$ cat src/rtl/alu_pkg.sv
// Purpose: constants shared by the ALU multiply control and datapath.
// Latency: none (declarations only).
// Backpressure: none (declarations only).
package alu_pkg;

  // Default operand width; the product is twice this.
  localparam int unsigned MUL_WIDTH = 32;

  // FSM state encoding.
  localparam logic [1:0] S_IDLE  = 2'd0;
  localparam logic [1:0] S_ADD   = 2'd1;
  localparam logic [1:0] S_SHIFT = 2'd2;
  localparam logic [1:0] S_DONE  = 2'd3;

  // Iteration counter width. The extra bit keeps the counter from wrapping
  // on the last increment.
  function automatic int unsigned cnt_width(input int unsigned w);
    return $clog2(w) + 1;
  endfunction

endpackage

$ cat src/rtl/mul_datapath.sv
// Purpose: product/multiplicand/carry registers and the (W+1)-bit adder of the
//          shift-add multiplier, sequenced by load/add/shift strobes.
// Latency: one edge per strobe. Backpressure: none; strobes are obeyed unconditionally.
// Ports: clk, rst (async active-low), load_i/add_en_i/shift_en_i strobes,
//        mcand_i/mplier_i operands, product_o (2*WIDTH result register).
module mul_datapath #(
  parameter int unsigned WIDTH = 32
) (
  input  logic               clk,
  input  logic               rst,
  input  logic               load_i,
  input  logic               add_en_i,
  input  logic               shift_en_i,
  input  logic [WIDTH-1:0]   mcand_i,
  input  logic [WIDTH-1:0]   mplier_i,
  output logic [2*WIDTH-1:0] product_o
);

  logic [WIDTH-1:0]   mcand_q,   mcand_d;
  logic [2*WIDTH-1:0] product_q, product_d;
  logic               carry_q,   carry_d;
  logic [WIDTH:0]     sum;

  // Adder output keeps the carry-out so the upper half never overflows.
  assign sum = {1'b0, product_q[2*WIDTH-1:WIDTH]} + {1'b0, mcand_q};

  always_comb begin
    mcand_d   = mcand_q;
    product_d = product_q;
    carry_d   = carry_q;
    if (load_i) begin
      // Multiplier sits in the lower half and is consumed LSB first.
      mcand_d   = mcand_i;
      product_d = {{WIDTH{1'b0}}, mplier_i};
      carry_d   = 1'b0;
    end else if (add_en_i) begin
      if (product_q[0]) begin
        {carry_d, product_d[2*WIDTH-1:WIDTH]} = sum;
      end else begin
        carry_d = 1'b0;
      end
    end else if (shift_en_i) begin
      // The carry of the preceding add becomes the new MSB.
      product_d = {carry_q, product_q[2*WIDTH-1:1]};
      carry_d   = 1'b0;
    end
  end

  always_ff @(posedge clk or negedge rst) begin
    if (!rst) begin
      mcand_q   <= '0;
      product_q <= '0;
      carry_q   <= 1'b0;
    end else begin
      mcand_q   <= mcand_d;
      product_q <= product_d;
      carry_q   <= carry_d;
    end
  end

  assign product_o = product_q;

endmodule

$ cat src/rtl/mul_shift_add_ctrl.sv
// Purpose: unsigned shift-add multiplier, two cycles per bit (add, then shift).
// Latency: ready rises 2*WIDTH edges after the start edge.
// Backpressure: run is ignored while busy; the result is held in DONE until the next run.
// Ports: clk, rst (async active-low), run, multiplicand, multiplier,
//        busy, ready, product (2*WIDTH, valid while ready=1).
module mul_shift_add_ctrl
  import alu_pkg::*;
#(
  parameter int unsigned WIDTH = MUL_WIDTH
) (
  input  logic               clk,
  input  logic               rst,
  input  logic               run,
  input  logic [WIDTH-1:0]   multiplicand,
  input  logic [WIDTH-1:0]   multiplier,
  output logic               busy,
  output logic               ready,
  output logic [2*WIDTH-1:0] product
);

  localparam int unsigned CW = cnt_width(WIDTH);

  logic [1:0]    state_q, state_d;
  logic [CW-1:0] count_q, count_d;
  logic          busy_q,  busy_d;
  logic          ready_q, ready_d;
  logic          load, add_en, shift_en;
  logic          last_iter;

  // Compared before the increment, so the final SHIFT is the WIDTH-th one.
  assign last_iter = (count_q == CW'(WIDTH - 1));

  always_comb begin
    state_d  = state_q;
    count_d  = count_q;
    busy_d   = busy_q;
    ready_d  = ready_q;
    load     = 1'b0;
    add_en   = 1'b0;
    shift_en = 1'b0;
    case (state_q)
      S_IDLE, S_DONE: begin
        // A restart from DONE drops ready on the same edge that loads operands.
        if (run) begin
          load    = 1'b1;
          count_d = '0;
          busy_d  = 1'b1;
          ready_d = 1'b0;
          state_d = S_ADD;
        end
      end
      S_ADD: begin
        add_en  = 1'b1;
        state_d = S_SHIFT;
      end
      S_SHIFT: begin
        shift_en = 1'b1;
        count_d  = count_q + 1'b1;
        if (last_iter) begin
          busy_d  = 1'b0;
          ready_d = 1'b1;
          state_d = S_DONE;
        end else begin
          state_d = S_ADD;
        end
      end
      default: state_d = S_IDLE;
    endcase
  end

  always_ff @(posedge clk or negedge rst) begin
    if (!rst) begin
      state_q <= S_IDLE;
      count_q <= '0;
      busy_q  <= 1'b0;
      ready_q <= 1'b0;
    end else begin
      state_q <= state_d;
      count_q <= count_d;
      busy_q  <= busy_d;
      ready_q <= ready_d;
    end
  end

  mul_datapath #(
    .WIDTH(WIDTH)
  ) u_datapath (
    .clk       (clk),
    .rst       (rst),
    .load_i    (load),
    .add_en_i  (add_en),
    .shift_en_i(shift_en),
    .mcand_i   (multiplicand),
    .mplier_i  (multiplier),
    .product_o (product)
  );

  assign busy  = busy_q;
  assign ready = ready_q;

endmodule

$ cat config.mk
export PLATFORM = sky130hd
export DESIGN_NAME = mul_shift_add_ctrl
export DESIGN_NICKNAME = d
export VERILOG_FILES = /design/src/rtl/alu_pkg.sv /design/src/rtl/mul_datapath.sv /design/src/rtl/mul_shift_add_ctrl.sv
export SDC_FILE = /design/constraint.sdc
export NUM_CORES = 1
export LEC_CHECK = 0
export ABC_AREA = 1
export BUFFER_PORTS_ARGS = -buffer_cell sky130_fd_sc_hd__buf_2
export CORE_MARGIN = 2
export CORE_UTILIZATION = 40
export DETAILED_ROUTE_END_ITERATION = 8
export HOLD_SLACK_MARGIN = 0.02
export PLACE_DENSITY = 0.69
export REMOVE_ABC_BUFFERS = 1
export SYNTH_ARGS = -nofsm -noshare
export SYNTH_HDL_FRONTEND = slang
export SYNTH_SLANG_ARGS = --single-unit
$ cat constraint.sdc
create_clock -name clk -period 2.3 [get_ports clk]
set_input_delay 0.345 -clock clk [delete_from_list [all_inputs] [get_ports clk]]
set_output_delay 0.345 -clock clk [all_outputs]
set_load 0.1 [all_outputs]
==> metrics.md <==
| Metric | Value |
|---|---|
| Reg clk slew, reported paths | `0.09 ns` |
| # setup viols final | `0` |
| Area delta synth->final | `18.6%` |
| Worst EP required | `2.55 ns` |
| Global route overflow | `0` |
| Startpoint Class | `flop` |
| CTS Buf Count | `9` |
| Worst slew pin tran | `0.548 ns` |
| GP Congestion | `0.915` |
| Ports | `133` |
| Diode count | `0` |
| Crit path top cell by count | `nand2_1` |
| Sequential fraction of the synthesis area | `37.6%` |
| CTS root buffer | `clkbuf_16` |
| CTS tree | `built` |
| Post-route minimum period | `2.09 ns` |
| Post-synth ARST share | `100%` |
| CTS max path bufs | `2` |
| Top FF cell, synth | `dfrtp_1` |
| Critical-path top delay cell | `fa_1` |
| Data arrival, critical path | `2.34 ns` |
| Number of flops mapped to enable cells by yosys | `0` |
| Syn avg cell area | `6.57 sq um` |
| RSZ-0062 raised after global routing | `false` |
| Routed vias/inst | `4.78` |
| Pin count of the biggest net entering global routing | `65` |
| Final std cells w/o fill | `1,443` |
| Syn Std Cell Area | `7120 sq um` |
| Initial DRT Pass Iterations | `6` |
| Count of cell types in the netlist | `35` |
| Hold crit path type | `primary input to flop` |
| Post-CTS Setup Inserts | `0` |
| Post-synth top area cell | `dfrtp_1` |
| Die Span X | `137 um` |
| Die Ht | `137 um` |
| HPWL after detailed placement | `14.6 mm` |
| Initial antenna violation count | `0` |
| Max FO, Critical Path | `3` |
| Die area | `18,900 sq um` |
| Yosys warns | `0` |
| Clk Latency, worst-skew pair | `0.37 ns` |
| Ranking of synthesized cells by area | `dfrtp_1, nand2_1, inv_1` |
| Final worst-path cycle share | `90.7%` |
| Total of max-cap violations | `0` |
| Core region area | `17,400 sq um` |
| Setup CP Type | `flop to flop` |
| Fmax achieved | `479 MHz` |
| Final count of pins violating max slew | `0` |
| Setup TNS Final | `0 ns` |
| Max Clock Skew | `0.0171 ns` |
| Most common cell after layout, fill and taps aside | `nand2_1` |
| Final nets | `1,317` |
| Dpl ws | `0.179 ns` |
| Total wire length | `19.1 mm` |
| Post-route DRC | `0` |
| Via count | `6,901` |
| Port Buffer Count | `132` |
| Starting Density | `41.0%` |
| Setup ws final | `0.214 ns` |
| Global-route wire length before repair | `31.6 mm` |
| Routed length per placed instance | `13.3 um` |
| Slew HR | `63.5%` |
| Worst-path cell chain | `ha_1, fa_1, buf_4, nand2_1, nand3_1, nand2_1, nand2_2, nand2_1, nand2_1, nand2_1, nand3_1, nand2_1, nand2_1` |
| Std-Cell Rows | `48` |
| # clock sinks | `107` |
| Post-Syn Instances | `1,084` |
| Crit path largest cell delay | `0.40 ns` |
| Final antenna-violating net count | `0` |
| CP Capture Type | `flop` |
| Drt first-iter violations | `349` |
| Layout cells sized above 1 | `15.2%` |
| Hold_ws | `0.165 ns` |
| H-tree levels | `3` |
| Yosys reg bits | `107` |
| DP Cell Count | `1,426` |
| Post-synth top area share | `37.6%` |
| Total Routing Usage GR | `21.2%` |
| Final Hold Viols | `0` |
| Outcome | `finished clean` |
| Number of global-route vias before repair | `6,485` |
| Most frequent cells in the layout | `nand2_1, inv_1, buf_2, nor2_1, dfrtp_1` |
-- cells by family after synthesis --
logic type,synth area share [%]
simple gates,35.1
buf+inv,9.86
compound gates,8.63
fa+ha+maj,6.61
xor+xnor,1.97
mux,0.281
flops,37.6
-- routing by layer --
metal  part of all wire, %  routed length (um)  up-vias  GRT usage, %
li1                      -                   -     3603             -
met2                    45                8560      137          34.1
met5                     0                   0        -             0
met4                  0.93                 178        0          4.81
met3                   5.3                1010       14          4.45
met1                    49                9380     3147          29.5
-- stage by stage --
| stage | cell area [sq um] | utilization [%] |
|---|---|---|
| global placement | 8110 | 46.7 |
| CTS | 8430 | 48.6 |
| floorplan | 6980 | - |
| global route | 8440 | 48.7 |
| detailed placement | 8110 | 46.7 |
| finish | 8440 | 48.7 |
-- worst max-delay path, delay by kind of cell, from the launching register on --
kind                       cells  cell delay (ns)
DFF                            1             0.39
buffers and inverters          1             0.16
and+or+nand+nor               10             0.77
adders and majority gates      2             0.64
-- state kept, by name (all words and copies together), names as in the netlist --
| signal | flops |
|---|---|
| u_datapath.product_o | 64 |
| busy | 1 |
| u_datapath.carry_q | 1 |
| count_q | 6 |
| u_datapath.mcand_q | 32 |
| state_q | 2 |
| ready | 1 |
-- area by class of cell --
| cell class | count | area, sq um |
|---|---|---|
| clock inverter | 7 | 86.3 |
| fill | 1795 | 8910 |
| clock buffer | 9 | 225 |
| inverter | 148 | 556 |
| multi-input combinational | 797 | 3750 |
| sequential | 107 | 2680 |
| timing repair buffer | 150 | 863 |
| tap | 225 | 282 |
-- path summary, 6_finish.rpt --
path	from	end	slack, ns	cells after the start
worst max-delay path	u_datapath.product_o[32]	u_datapath.product_o[54]	0.21	13
worst min-delay path	multiplicand[1]	u_datapath.mcand_q[1]	0.16	3
worst max register to register	u_datapath.product_o[32]	u_datapath.product_o[54]	0.21	13
worst min register to register	busy	busy	0.48	2
max in group asynchronous	rst	u_datapath.product_o[7]	1.21	3
min in group asynchronous	rst	u_datapath.mcand_q[24]	0.49	2
-- timing repair --
action	CTS	global route
hold buffers	1	0
hold endpoints to repair	36	0
resized for setup	0	3
endpoints found under the setup margin	0	4
-- synth_stat cells (2+ instances only) --
master,n
nand3_2,2
and2_1,2
xor2_1,15
o21ai_0,24
a31oi_1,32
mux2i_1,2
nand2_2,6
dfrtp_1,107
a21oi_1,34
nand2_1,448
buf_2,12
o21ai_1,12
ha_1,36
nor2_1,119
nand4_1,3
o21bai_1,2
buf_1,6
clkbuf_1,12
inv_1,144
nand3_1,44
inv_2,4
nor3_1,5
Power is not shown: default switching activity piles up to over one toggle a cycle in this logic, so the estimate is an artifact.
